**config.mk**
```make
export PLATFORM = sky130hd
export DESIGN_NAME = load_resp_unit_flat
export DESIGN_NICKNAME = d
export VERILOG_FILES = /design/src/rtl/load_resp_unit_if.sv /design/src/rtl/load_resp_unit.sv /design/src/flat_wrapper.sv
export SDC_FILE = /design/constraint.sdc
export NUM_CORES = 1
export LEC_CHECK = 0
export BUFFER_PORTS_ARGS = -buffer_cell sky130_fd_sc_hd__buf_4
export CORE_UTILIZATION = 50
export DETAILED_ROUTE_END_ITERATION = 8
export GPL_TIMING_DRIVEN = 1
export PLACE_DENSITY = 0.9
export SYNTH_ARGS = -nofsm -noshare
export SYNTH_HDL_FRONTEND = slang
export SYNTH_SLANG_ARGS = --single-unit
export TNS_END_PERCENT = 50
```
**constraint.sdc**
```tcl
create_clock -name clock -period 3.75 [get_ports clock]
set_clock_uncertainty 0.15 [all_clocks]
set_input_delay 0.5625 -clock clock [delete_from_list [all_inputs] [get_ports clock]]
set_output_delay 0.5625 -clock clock [all_outputs]
set_load 0.005 [all_outputs]
```
**src/rtl/load_resp_unit_if.sv**
```systemverilog
// load_resp_unit_if: AXI read-address and read-data channel bundle between the load unit and memory.
interface load_resp_unit_if #(
    parameter int ADDR_W = 32
);
    logic              arvalid;
    logic              arready;
    logic [ADDR_W-1:0] araddr;
    logic              rvalid;
    logic              rready;
    logic [31:0]       rdata;
    logic [1:0]        rresp;

    modport master (output arvalid, araddr, rready, input arready, rvalid, rdata, rresp);
    modport slave  (input arvalid, araddr, rready, output arready, rvalid, rdata, rresp);
endinterface

```
**src/rtl/load_resp_unit.sv**
```systemverilog
// load_resp_unit: MEM-stage load reader; issues one word-aligned AXI read, extends the addressed lane,
// and returns a one-cycle writeback strobe with AdEL / bus-error flags.
module load_resp_unit #(
    parameter int TIMEOUT_CYCLES = 255,
    parameter int ADDR_W         = 32
) (
    input  logic              clock,
    input  logic              reset,
    input  logic              req_valid,
    input  logic [ADDR_W-1:0] req_addr,
    input  logic [2:0]        req_type,
    input  logic [4:0]        req_rt,
    output logic              req_ready,
    output logic              stall,
    output logic              ld_valid,
    output logic [31:0]       ld_data,
    output logic [4:0]        ld_rt,
    output logic              ld_adel,
    output logic              ld_buserr,
    load_resp_unit_if.master  axi
);
    typedef enum logic [1:0] {IDLE, ADDR, DATA, RESP} state_t;

    state_t            state, nxt;
    logic [9:0]        cnt;
    logic [ADDR_W-1:0] addr_q;
    logic [2:0]        type_q;
    logic [4:0]        rt_q;
    logic              misal, busy, hs_ar, hs_r, r_ok, tmo, go;
    logic [7:0]        by;
    logic [15:0]       hw;
    logic [31:0]       ext;

    // type[2] set means word access (101..111 alias LW); type[1] alone means halfword
    assign misal = req_type[2] ? |req_addr[1:0] : (req_type[1] & req_addr[0]);
    assign busy  = (state == ADDR) || (state == DATA);
    assign hs_ar = (state == ADDR) && axi.arready;
    assign hs_r  = (state == DATA) && axi.rvalid;
    assign r_ok  = hs_r && (axi.rresp == 2'b00);
    assign tmo   = busy && (cnt == 10'(TIMEOUT_CYCLES - 1));

    assign by  = axi.rdata[{addr_q[1:0], 3'b000} +: 8];
    assign hw  = addr_q[1] ? axi.rdata[31:16] : axi.rdata[15:0];
    assign ext = type_q[2] ? axi.rdata
               : type_q[1] ? {{16{~type_q[0] & hw[15]}}, hw}
               : {{24{~type_q[0] & by[7]}}, by};

    assign req_ready   = (state == IDLE);
    assign stall       = busy || ((state == IDLE) && req_valid && !misal);
    assign ld_valid    = (state == RESP);
    assign axi.arvalid = (state == ADDR);
    assign axi.rready  = (state == DATA);
    assign axi.araddr  = {addr_q[ADDR_W-1:2], 2'b00};

    // a completing handshake takes priority over the timeout in the same cycle
    always_comb begin
        nxt = state;
        if (state == IDLE && req_valid) nxt = misal ? RESP : ADDR;
        else if (hs_ar) nxt = DATA;
        else if (hs_r || tmo) nxt = RESP;
        else if (state == RESP) nxt = IDLE;
    end

    assign go = (nxt == RESP) && (state != RESP);

    always_ff @(posedge clock or negedge reset) begin
        if (!reset) begin
            state     <= IDLE;
            cnt       <= '0;
            addr_q    <= '0;
            type_q    <= '0;
            rt_q      <= '0;
            ld_data   <= '0;
            ld_rt     <= '0;
            ld_adel   <= 1'b0;
            ld_buserr <= 1'b0;
        end else begin
            state     <= nxt;
            cnt       <= busy ? cnt + 10'd1 : '0;
            if (state == IDLE && req_valid) begin
                addr_q <= req_addr;
                type_q <= req_type;
                rt_q   <= req_rt;
            end
            ld_data   <= (go && r_ok) ? ext : '0;
            ld_rt     <= go ? ((state == IDLE) ? req_rt : rt_q) : '0;
            ld_adel   <= go && (state == IDLE);
            ld_buserr <= go && busy && !r_ok;
        end
    end
endmodule

```
**src/flat_wrapper.sv**
```systemverilog
// flat-port wrapper written by rule: the top's interface ports become plain ports
module load_resp_unit_flat 
#(
    parameter int TIMEOUT_CYCLES = 255,
    parameter int ADDR_W         = 32
)
  (clock, reset, req_valid, req_addr, req_type, req_rt, req_ready, stall, ld_valid, ld_data, ld_rt, ld_adel, ld_buserr, axi_arvalid, axi_araddr, axi_rready, axi_arready, axi_rvalid, axi_rdata, axi_rresp);
  load_resp_unit_if #(.ADDR_W(ADDR_W)) axi_i ();
  input  logic clock;
  input  logic reset;
  input  logic req_valid;
  input  logic [ADDR_W-1:0] req_addr;
  input  logic [2:0] req_type;
  input  logic [4:0] req_rt;
  output logic req_ready;
  output logic stall;
  output logic ld_valid;
  output logic [31:0] ld_data;
  output logic [4:0] ld_rt;
  output logic ld_adel;
  output logic ld_buserr;
  output wire logic [$bits(axi_i.arvalid)-1:0] axi_arvalid;
  output wire logic [$bits(axi_i.araddr)-1:0] axi_araddr;
  output wire logic [$bits(axi_i.rready)-1:0] axi_rready;
  input wire logic [$bits(axi_i.arready)-1:0] axi_arready;
  input wire logic [$bits(axi_i.rvalid)-1:0] axi_rvalid;
  input wire logic [$bits(axi_i.rdata)-1:0] axi_rdata;
  input wire logic [$bits(axi_i.rresp)-1:0] axi_rresp;
  assign axi_arvalid = axi_i.arvalid;
  assign axi_araddr = axi_i.araddr;
  assign axi_rready = axi_i.rready;
  assign axi_i.arready = axi_arready;
  assign axi_i.rvalid = axi_rvalid;
  assign axi_i.rdata = axi_rdata;
  assign axi_i.rresp = axi_rresp;
  load_resp_unit #(.TIMEOUT_CYCLES(TIMEOUT_CYCLES), .ADDR_W(ADDR_W)) u_core (.clock(clock), .reset(reset), .req_valid(req_valid), .req_addr(req_addr), .req_type(req_type), .req_rt(req_rt), .req_ready(req_ready), .stall(stall), .ld_valid(ld_valid), .ld_data(ld_data), .ld_rt(ld_rt), .ld_adel(ld_adel), .ld_buserr(ld_buserr), .axi(axi_i));
endmodule
```
==> impl_metrics.tcl, run 1 <==
set metrics [dict create \
    cts_made_buffers 9 \
    critical_path_required_ns 3.04 \
    switchingPower_mw 1.35 \
    design.die.area_um2 8990 \
    area.sequential_um2 2280 \
    clock_power_share 0.184 \
    power_frac_seq 0.393 \
    finish.instance_area_um2 5490 \
    final-max-slew-violation-count 0 \
    synthCells 382 \
    vias_per_cell 5.49 \
    cp_slowest_cell "sky130_fd_sc_hd__ha_1" \
    drc_violations_left 0 \
    postCtsResizedCells 0 \
    grtUsageTotal 0.232 \
    wire_length_of_the_first_global_routing_pass_um 15900 \
    cts_max_level 3 \
    worst_slew_margin_rel 0.492 \
    internal-power_mw 2.54 \
    insertedDiodeCount 0 \
    clock_sinks 91 \
    finalHoldViolCount 0 \
    worstPathBufferInverterCount 2 \
    die-height_um 94.8 \
    clockBufferDepth 2 \
    synth_top_flop_cell "sky130_fd_sc_hd__dfrtp_1" \
    post_cts_buffers 0 \
    die_w_um 94.8 \
    core_area_um2 8260 \
    number_of_antenna_violations_at_the_first_check_in_global_routing 0 \
    achievable-frequency_mhz 346 \
    synth_area_leader_cell "sky130_fd_sc_hd__dfrtp_1" \
    clk-insertion-delay-late_ns 0.35 \
    p_leak_nw 2.72 \
    multi_input_comb_area_um2 1660 \
    critPathLaunch "u_core.state[0]" \
    ios 155 \
    critical_path.max_stage_delay_ns 0.44 \
    initial_utilization 0.521 \
    antenna_left 0 \
    dr.first_iter.drc_count 186 \
    cp-end-kind "primary output" \
    first_global_vias 3353 \
    setup_violations 0 \
    layout.filler_cells 624 \
    timing.critical_path.fanout_max 15 \
    setup_repair_after_global_routing_missed_its_margin "false" \
    min_period_ns 2.89 \
    timing.max_cap.violations 0 \
    worst_ep_arrival_time_ns 2.18 \
    worst_hold_path_type "primary input to asynchronous set/reset pin" \
    clkSlewWorstSetupHoldPaths_ns 0.08 \
    drt-total-wl_um 9970 \
    nNetsFinal 583 \
    grt_max_degree 38 \
    detailed_place.area_um2 5270 \
    synth_cell_type_count 44 \
    powerDensity_nw_per_um2 708 \
    drt-wirelength-per-cell_um 16.4 \
    synth_top_cells_by_area "sky130_fd_sc_hd__dfrtp_1, sky130_fd_sc_hd__mux2_2, sky130_fd_sc_hd__buf_4" \
    syn-mean-instance-area_um2 11.3 \
    detail_route.first_pass.iterations 8 \
    critical_path.cell_chain "inv_1 > ha_1 > nand2_2 > o21bai_1 > nand2b_1 > buf_4" \
    syn-cell-area_um2 4310 \
    worstSetupPathType "flip-flop to primary output" \
    drive_above_1_share 0.433 \
    vdd_drop_max_mv 0.493 \
    clock-root-buffer "sky130_fd_sc_hd__clkbuf_8" \
    synthesis.yosys.warnings 0 \
    run_status "complete, no violations" \
    tritoncts "built" \
    total_congestion_overflow 0 \
    tightest_slew_ns 0.754 \
    synth.cells.most_frequent "sky130_fd_sc_hd__dfrtp_1, sky130_fd_sc_hd__mux2_2, sky130_fd_sc_hd__buf_4" \
    place.detailed.hpwl_um 7370 \
    async_sr_flop_fraction 1.00 \
    global_placer_s_final_weighted_congestion 0.858 \
    startpoint_type "flip-flop" \
    combinationalPowerShare 0.423 \
    switching_portion_of_total_power 0.346 \
    seq_area_frac_synth 0.529 \
    synth.most_common_cell "sky130_fd_sc_hd__dfrtp_1" \
    postSynthRegisterBits 91 \
    cts_hold_buf 0 \
    synth_edf_count 0 \
    synth.top_cell.area_share 0.529 \
    portBuffers 152 \
    area_growth_pct 27.5 \
    vias 3324 \
    timing.rr.start "u_core.state[0]" \
    timing.setup.tns_ns 0 \
    min_period_over_period 0.770 \
    timing.critical_path.max_delay_family "adder cells" \
    floorplan.rows 33 \
]
area by class of cell:
cell class / count / share of cell area
inverters: 10 / 0.00684
flip-flops and latches: 91 / 0.415
multi-input cells: 229 / 0.302
repair buffers: 156 / 0.213
clock buffers: 11 / 0.0258
clock inverters: 4 / 0.0137
well taps: 105 / 0.0239
flip-flops by register name, indices dropped and copies added (netlist names):
name,flops
u_core.cnt,10
u_core.addr_q,32
u_core.ld_adel,1
u_core.ld_buserr,1
u_core.state,2
u_core.type_q,3
u_core.ld_rt,5
u_core.rt_q,5
u_core.ld_data,32
logic make-up (layout without fill, tap and decap cells):
kind of cell | after synthesis | after routing | share of synthesized area
AND/OR/NAND/NOR | 111 | 111 | 0.124
XOR/XNOR | 6 | 6 | 0.0122
AO/OA/AOI/OAI | 47 | 47 | 0.0817
adder cells (fa/ha/maj) | 7 | 7 | 0.0203
buffers and inverters | 63 | 181 | 0.0878
other | 1 | 2 | 0.000871
flip-flops | 91 | 91 | 0.529
multiplexers | 56 | 56 | 0.145
metrics by stage:
stage / worst slack [ns] / power [mW] / hold slack [ns] / utilization / std cells
floorplan: 1.76 / 2.72 / 0.117 / - / 383
global placement: 1.22 / 3.12 / 0.338 / 0.639 / 591
detailed placement: 1.08 / 3.19 / 0.344 / 0.639 / 591
CTS: 0.843 / 3.91 / 0.0237 / 0.665 / 606
global route: 0.721 / 4.15 / 0.0411 / 0.665 / 606
finish: 0.861 / 3.89 / 0.00951 / 0.665 / 606
cell usage in the layout (no fill, tap or decap), types with 2 or more instances in the layout:
| master | synthesis | layout |
|---|---|---|
| sky130_fd_sc_hd__nand2b_1 | 2 | 2 |
| sky130_fd_sc_hd__mux2i_1 | 15 | 15 |
| sky130_fd_sc_hd__dfrtp_1 | 91 | 91 |
| sky130_fd_sc_hd__nor2_1 | 28 | 28 |
| sky130_fd_sc_hd__a222oi_1 | 7 | 7 |
| sky130_fd_sc_hd__nor2b_1 | 3 | 3 |
| sky130_fd_sc_hd__a21oi_2 | 2 | 2 |
| sky130_fd_sc_hd__xor2_1 | 3 | 3 |
| sky130_fd_sc_hd__bufinv_16 | 0 | 2 |
| sky130_fd_sc_hd__a22o_1 | 7 | 7 |
| sky130_fd_sc_hd__clkinvlp_4 | 0 | 2 |
| sky130_fd_sc_hd__mux2_2 | 40 | 40 |
| sky130_fd_sc_hd__o211ai_1 | 6 | 6 |
| sky130_fd_sc_hd__inv_1 | 9 | 9 |
| sky130_fd_sc_hd__or3_1 | 2 | 2 |
| sky130_fd_sc_hd__a21oi_1 | 12 | 12 |
| sky130_fd_sc_hd__nand3_1 | 5 | 5 |
| sky130_fd_sc_hd__and2_1 | 7 | 7 |
| sky130_fd_sc_hd__nand2_1 | 31 | 30 |
| sky130_fd_sc_hd__o21ai_0 | 4 | 4 |
| sky130_fd_sc_hd__a21boi_0 | 2 | 2 |
| sky130_fd_sc_hd__and3_1 | 2 | 2 |
| sky130_fd_sc_hd__buf_4 | 32 | 156 |
| sky130_fd_sc_hd__conb_1 | 1 | 2 |
| sky130_fd_sc_hd__clkbuf_8 | 0 | 10 |
| sky130_fd_sc_hd__ha_1 | 7 | 7 |
| sky130_fd_sc_hd__nor3_1 | 19 | 19 |
| sky130_fd_sc_hd__xnor2_1 | 3 | 3 |
| sky130_fd_sc_hd__nor4_1 | 7 | 7 |
power groups by stage:
stage | sequential [mW] | clock, mW | combinational (mW)
floorplan | 1.42 | 0 | 1.30
global placement | 1.53 | 0 | 1.59
detailed placement | 1.54 | 0 | 1.65
CTS | 1.53 | 0.731 | 1.66
global route | 1.57 | 0.770 | 1.81
finish | 1.53 | 0.716 | 1.64
worst paths after layout:
path                                            to  slack (ns)  cells after the start
worst max-delay path                         stall        0.86                      6
worst min-delay path            u_core.ld_data[30]        0.01                      1
worst max register to register     u_core.ld_rt[1]        1.08                      7
worst min register to register    u_core.addr_q[8]        0.36                      1
max in group asynchronous       u_core.ld_data[25]        2.61                      2
min in group clock               u_core.addr_q[20]        0.29                      2
layer usage:
metal / GRT usage / vias up / wire, µm
li1: - / 1519 / -
met1: 0.289 / 1633 / 3950
met2: 0.386 / 137 / 5110
met3: 0.0419 / 35 / 532
met4: 0.116 / 0 / 379
met5: 0 / - / 0
Power figures use the tool's default switching activity.
==> run 2: changes to the inputs <==
--- a/config.mk
+++ b/config.mk
@@ -5,11 +5,12 @@
 export SDC_FILE = /design/constraint.sdc
 export NUM_CORES = 1
 export LEC_CHECK = 0
+export ABC_AREA = 1
 export BUFFER_PORTS_ARGS = -buffer_cell sky130_fd_sc_hd__buf_4
-export CORE_UTILIZATION = 50
+export CORE_UTILIZATION = 45
 export DETAILED_ROUTE_END_ITERATION = 8
 export GPL_TIMING_DRIVEN = 1
-export PLACE_DENSITY = 0.9
+export PLACE_DENSITY = 0.86
 export SYNTH_ARGS = -nofsm -noshare
 export SYNTH_HDL_FRONTEND = slang
 export SYNTH_SLANG_ARGS = --single-unit
==> constraint.sdc (replaced) <==
create_clock -name clock -period 2.65 [get_ports clock]
set_clock_uncertainty 0.15 [all_clocks]
set_input_delay 0.3975 -clock clock [delete_from_list [all_inputs] [get_ports clock]]
set_output_delay 0.3975 -clock clock [all_outputs]
set_load 0.005 [all_outputs]
==> run 2 against run 1 <==
  * Worst hold slack better by 0.10 ns
  * Critical endpoint unchanged
  * Sequential power up 34%
  * Core utilization shrank 6.7 points
==> impl_metrics.tcl, run 2 <==
set metrics [dict create \
    run_status "complete, no violations" \
    syn-cell-area_um2 4300 \
    worst_hold_path_type "primary input to flip-flop" \
    commonest_cells_after_routing_fill_and_taps_aside "sky130_fd_sc_hd__buf_4, sky130_fd_sc_hd__dfrtp_1, sky130_fd_sc_hd__nor2_1, sky130_fd_sc_hd__nand2_1, sky130_fd_sc_hd__mux2_2" \
    timing.setup.tns_ns 0 \
    synth_simple_gate_area_share 0.162 \
    grtUsageTotal 0.204 \
    mostFrequentLayoutCell "sky130_fd_sc_hd__buf_4" \
    synth_compound_area_frac 0.0658 \
    synth_top_family_by_area "simple AND/OR/NAND/NOR gates" \
    critical_path.max_stage_delay_ns 0.41 \
    die_w_um 99.7 \
    drive_above_1_share 0.420 \
    synth_cell_type_count 30 \
    tritoncts "built" \
    drt-wirelength-per-cell_um 14.0 \
    timing.critical_path.fanout_max 15 \
    critical_path_required_ns 2.10 \
    core_area_um2 9240 \
    detail_route.first_pass.iterations 4 \
    rr_worst_depth 10 \
    total_congestion_overflow 0 \
    synth_mux_area_frac 0.113 \
    finalHoldViolCount 0 \
    dr.first_iter.drc_count 154 \
    synth_edf_count 0 \
    worst_slew_margin_rel 0.511 \
    clock_sinks 91 \
    portBuffers 152 \
    syn-mean-instance-area_um2 9.94 \
    setup_violations 0 \
    cp_capture_point "stall" \
    critical_path.cell_chain "inv_1 > ha_1 > nand2_4 > nor2_1 > o21ai_2 > nand2_1 > buf_4" \
    powerDensity_nw_per_um2 955 \
    place.detailed.hpwl_um 7320 \
    post_route_core_utilization 0.598 \
    seq_area_frac_synth 0.530 \
    number_of_antenna_violations_at_the_first_check_in_global_routing 0 \
    clk-insertion-delay-late_ns 0.35 \
    global_placer_s_final_weighted_congestion 0.887 \
    worst-r2r-setup-slack_ns 0.34 \
    setup_repair_after_global_routing_missed_its_margin "false" \
    antenna_left 0 \
    first_global_vias 3381 \
    grt_max_degree 53 \
    critPathLaunch "u_core.state[0]" \
    synth_top_cells_by_area "sky130_fd_sc_hd__dfrtp_1, sky130_fd_sc_hd__mux2_2, sky130_fd_sc_hd__nor2_1" \
    achievable-frequency_mhz 425 \
    cp_slowest_cell "sky130_fd_sc_hd__dfrtp_1" \
    synthesis.yosys.warnings 0 \
    synth_xor_area_frac 0 \
    cells_after_dpl 672 \
    worst_ep_arrival_time_ns 1.81 \
    async_sr_flop_fraction 1.00 \
    ios 155 \
    wire_length_of_the_first_global_routing_pass_um 15800 \
    area_growth_pct 28.6 \
    clockBufferDepth 2 \
    min_period_over_period 0.888 \
    drt-total-wl_um 9680 \
    timing.critical_path.max_delay_family "simple AND/OR/NAND/NOR gates" \
    worstPathBufferInverterCount 2 \
    postSynthRegisterBits 91 \
    synth.most_common_cell "sky130_fd_sc_hd__dfrtp_1" \
    logic_depth_of_the_worst_setup_path_including_buffers 7 \
    synthCells 432 \
    worstSetupPathType "flip-flop to primary output" \
    cts_max_level 3 \
    p_leak_nw 2.88 \
    layout_top_registers "u_core.addr_q x32, u_core.ld_data x32, u_core.cnt x10" \
    timing.max_cap.violations 0 \
    synth_top_flop_cell "sky130_fd_sc_hd__dfrtp_1" \
    final-max-slew-violation-count 0 \
    design.die.area_um2 9940 \
    rr_endpoint "u_core.ld_data[31]" \
    min_period_ns 2.35 \
    vdd_drop_max_mv 0.435 \
    die-height_um 99.7 \
    hold-worst-slack_ns 0.113 \
    clkSlewWorstSetupHoldPaths_ns 0.10 \
    synth.top_cell.area_share 0.530 \
    synth_adder_area_share 0.0204 \
    tightest_slew_ns 0.731 \
    floorplan.rows 35 \
    startpoint_type "flip-flop" \
    synth_area_leader_cell "sky130_fd_sc_hd__dfrtp_1" \
    cts_made_buffers 9 \
    cp-end-kind "primary output" \
    synth.cells.most_frequent "sky130_fd_sc_hd__dfrtp_1, sky130_fd_sc_hd__nor2_1, sky130_fd_sc_hd__nand2_1" \
    postCtsResizedCells 0 \
    drc_violations_left 0 \
    clock-root-buffer "sky130_fd_sc_hd__clkbuf_8" \
    insertedDiodeCount 0 \
    vias_per_cell 4.80 \
    vias 3308 \
    initial_utilization 0.465 \
    post_layout_nonfiller_instances 689 \
    nNetsFinal 641 \
    timing.rr.start "u_core.state[1]" \
]
run 2: cell types whose count changed after synthesis, sizes merged, moves of 5 or more:
cell and change:
nor3 -16, nor4 -7, mux2i -6, a222oi -7
inv +21, a22o -7, nor2 +55, mux2 -5
o21ai +25, nand2 +30, o211ai -5, and2 -7
run 2: final cells by class:
class	count	area, µm²
sequential	91	2280
timing repair buffer	158	1200
inverter	31	116
multi-input combinational	264	1560
tap	129	161
clock buffer	10	138
fill	767	3720
clock inverter	6	71.3
run 2: worst reg2reg max path: cells and delay by family, from the launching register on:
kind / cells / cell delay (ns)
DFF: 1 / 0.41
adders and majority gates: 1 / 0.42
and+or+nand+nor: 8 / 1.18
buffers and inverters: 1 / 0.09
run 2: how the worst min path moves through the flow:
| stage | from | endpoint | slack, ns | depth (start not counted) |
|---|---|---|---|---|
| finish | req_addr[23] | u_core.addr_q[23] | 0.11 | 2 |
| detailed placement | reset | u_core.addr_q[20] | 0.25 | 1 |
| global route | req_addr[13] | u_core.addr_q[13] | 0.10 | 2 |
| CTS | req_addr[12] | u_core.addr_q[12] | 0.10 | 2 |
| global placement | reset | u_core.addr_q[21] | 0.24 | 1 |
| floorplan | reset | u_core.addr_q[0] | -0.05 | 0 |
run 2: timing repair:
action,CTS,global route
hold buffers,1,0
endpoints found under the hold margin,39,0
buffers inserted,0,0
run 2: power by group:
group | internal, mW | switching [mW]
combinational | 1.12 | 1.13
sequential | 1.79 | 0.264
clock | 0.470 | 0.501
run 2: kinds of logic after synthesis:
family | Yosys count
simple gates | 159
flops | 91
buf+inv | 78
compound gates | 52
mux | 44
fa+ha+maj | 7
other cells | 1
run 2: layer usage:
| layer | vias to the layer above | GRT usage | share of wire |
|---|---|---|---|
| met1 | 1545 | 0.256 | 0.43 |
| met4 | 0 | 0.0848 | 0.025 |
| met3 | 21 | 0.0394 | 0.054 |
| li1 | 1604 | - | - |
| met5 | - | 0 | 0 |
| met2 | 138 | 0.346 | 0.49 |
run 2: stage by stage:
stage / total power, mW / area [µm²] / setup WS, ns
3_5_place_dp: 4.34 / 5300 / 0.358
2_1_floorplan: 3.72 / 4300 / 0.758
4_1_cts: 5.32 / 5520 / 0.301
6_report: 5.28 / 5520 / 0.296
3_3_place_gp: 4.25 / 5300 / 0.489
5_1_grt: 5.68 / 5520 / 0.109
==> run 3: changes to the inputs <==
--- a/config.mk
+++ b/config.mk
@@ -7,10 +7,13 @@
 export LEC_CHECK = 0
 export ABC_AREA = 1
 export BUFFER_PORTS_ARGS = -buffer_cell sky130_fd_sc_hd__buf_4
-export CORE_UTILIZATION = 45
+export CAP_MARGIN = 20
+export CELL_PAD_IN_SITES_DETAIL_PLACEMENT = 1
+export CELL_PAD_IN_SITES_GLOBAL_PLACEMENT = 1
+export CORE_UTILIZATION = 33
 export DETAILED_ROUTE_END_ITERATION = 8
 export GPL_TIMING_DRIVEN = 1
-export PLACE_DENSITY = 0.86
+export PLACE_DENSITY = 0.85
 export SYNTH_ARGS = -nofsm -noshare
 export SYNTH_HDL_FRONTEND = slang
 export SYNTH_SLANG_ARGS = --single-unit
==> run 3 against run 2 <==
  * Total power rose by 9.1%
  * Cell count rose by 6.1%
  * Final area rose by 3.0%
  * Via count rose by 1.2%
  * Flip-flop and latch count did not move
  * Setup slack improved by 0.0084 ns
  * Non-clock buffer count fell by 1
  * Largest cell class unchanged
  * Largest power group unchanged
==> impl_metrics.tcl, run 3 (synthesis gave the netlist of run 2 again) <==
set metrics [dict create \
    critical_path.max_stage_delay_ns 0.41 \
    vias 3348 \
    setup_violations 0 \
    critical_path_required_ns 2.76 \
    timing.setup.tns_ns 0 \
    initial_utilization 0.339 \
    achievable-frequency_mhz 426 \
    cts_max_level 3 \
    clk-insertion-delay-late_ns 0.34 \
    commonest_cells_after_routing_fill_and_taps_aside "sky130_fd_sc_hd__buf_4, sky130_fd_sc_hd__dfrtp_1, sky130_fd_sc_hd__nor2_1, sky130_fd_sc_hd__nand2_1, sky130_fd_sc_hd__mux2_2" \
    detail_route.first_pass.iterations 4 \
    grt_max_degree 52 \
    finish.instance_area_um2 5690 \
    post_layout_nonfiller_instances 731 \
    mostFrequentLayoutCell "sky130_fd_sc_hd__buf_4" \
    min_period_over_period 0.885 \
    core_area_um2 12700 \
    dr.first_iter.drc_count 155 \
    vdd_drop_max_mv 0.315 \
    clock-root-buffer "sky130_fd_sc_hd__clkbuf_16" \
    critical_path.cell_chain "inv_1 > ha_2 > nand2_1 > nor2_1 > nand3_1 > nand3_1 > nand2_2 > nor2_4 > nand3_4 > nor2_1" \
    worst-r2r-setup-slack_ns 0.30 \
    first_global_vias 3641 \
    vias_per_cell 4.58 \
    drc_violations_left 0 \
    min_path_cells 2 \
    layout_top_registers "u_core.addr_q x32, u_core.ld_data x32, u_core.cnt x10" \
    insertedDiodeCount 0 \
    grtUsageTotal 0.177 \
    min_period_ns 2.35 \
    place.detailed.hpwl_um 8580 \
    area_growth_pct 32.5 \
    timing.rr.start "u_core.state[1]" \
    setup_repair_after_global_routing_missed_its_margin "false" \
    number_of_antenna_violations_at_the_first_check_in_global_routing 0 \
    startpoint_type "flip-flop" \
    rr_worst_depth 10 \
    run_status "complete, no violations" \
    nNetsFinal 640 \
    critPathLaunch "u_core.state[1]" \
    design.die.area_um2 13500 \
    drive_above_1_share 0.419 \
    worst_slew_margin_rel 0.597 \
    cts_made_buffers 9 \
    floorplan.rows 41 \
    timing.max_cap.violations 0 \
    powerDensity_nw_per_um2 1010 \
    timing.critical_path.fanout_max 32 \
    antenna_left 0 \
    finalHoldViolCount 0 \
    cells_after_dpl 714 \
    clock_sinks 91 \
    worst_ep_arrival_time_ns 2.45 \
    portBuffers 152 \
    wire_length_of_the_first_global_routing_pass_um 18300 \
    layout.filler_cells 1463 \
    die-height_um 116 \
    tightest_slew_ns 0.601 \
    total_congestion_overflow 0 \
    worstSetupPathType "flip-flop to flip-flop" \
    ios 155 \
    post_cts_buffers 0 \
    drt-wirelength-per-cell_um 15.8 \
    drt-total-wl_um 11500 \
    rr_endpoint "u_core.ld_data[0]" \
    final-max-slew-violation-count 0 \
    worst_hold_path_type "primary input to flip-flop" \
    tritoncts "built" \
    clockBufferDepth 2 \
    global_placer_s_final_weighted_congestion 0.805 \
    worst_hold_startpoint "req_addr[8]" \
    hold_path_end "u_core.addr_q[8]" \
    clkSlewWorstSetupHoldPaths_ns 0.07 \
    detailed_place.area_um2 5350 \
    cp_slowest_cell "sky130_fd_sc_hd__ha_2" \
    die_w_um 116 \
    p_leak_nw 2.93 \
    cp-end-kind "flip-flop" \
]
==> run 3: cell count changes in the layout (fill, tap and decap cells not counted), sizes merged <==
cell	delta
buf	-1
bufinv	+1
clkbuf	+1
clkinvlp	-1
inv	-1
==> run 3: stage by stage <==
stage | setup slack [ns] | hold slack [ns] | util | total power, mW
floorplan | 0.758 | -0.0481 | - | 3.72
global placement | 0.447 | 0.255 | 0.422 | 4.24
detailed placement | 0.253 | 0.272 | 0.422 | 4.37
CTS | 0.221 | 0.127 | 0.449 | 5.83
global route | 0.0501 | 0.124 | 0.449 | 6.18
finish | 0.304 | 0.139 | 0.449 | 5.75
==> run 3: layer usage <==
layer / vias to the layer above / share of wire / GRT usage
met3: 14 / 0.044 / 0.0394
met5: - / 0 / 0
met4: 0 / 0.016 / 0.0521
li1: 1597 / - / -
met2: 102 / 0.51 / 0.308
met1: 1635 / 0.43 / 0.221
==> run 3: worst max-delay path by stage <==
stage / endpoint
after floorplan: u_core.ld_data[10]
after detailed placement: u_core.ld_data[0]
after global placement: u_core.ld_data[24]
after global routing: u_core.ld_data[15]
after CTS: u_core.ld_data[0]
final: u_core.ld_data[0]
==> run 3: area by class of cell <==
type	instances	area, µm²	area share
timing repair buffer	157	1190	0.210
clock inverter	5	85.1	0.0150
clock buffer	11	243	0.0427
inverter	31	116	0.0204
multi-input combinational	264	1560	0.274
tap	172	215	0.0378
sequential	91	2280	0.400
==> run 3: where the power goes <==
group | internal [mW] | leakage (nW) | switching [mW]
Combinational | 1.12 | 1.60 | 1.16
Sequential | 1.79 | 1.17 | 0.277
Clock | 0.858 | 0.156 | 0.555
==> run 3: critical path, delay by kind of cell (launching register included) <==
family | cells | cell delay (ns)
DFF | 1 | 0.40
and+or+nand+nor | 8 | 1.17
adders and majority gates | 1 | 0.41
buffers and inverters | 1 | 0.09
==> run 3: what timing repair did <==
action	4_1_cts	5_1_grt
hold buffers	1	0
setup endpoints to repair	0	2
gates resized for setup	0	1
hold endpoints to repair	40	0
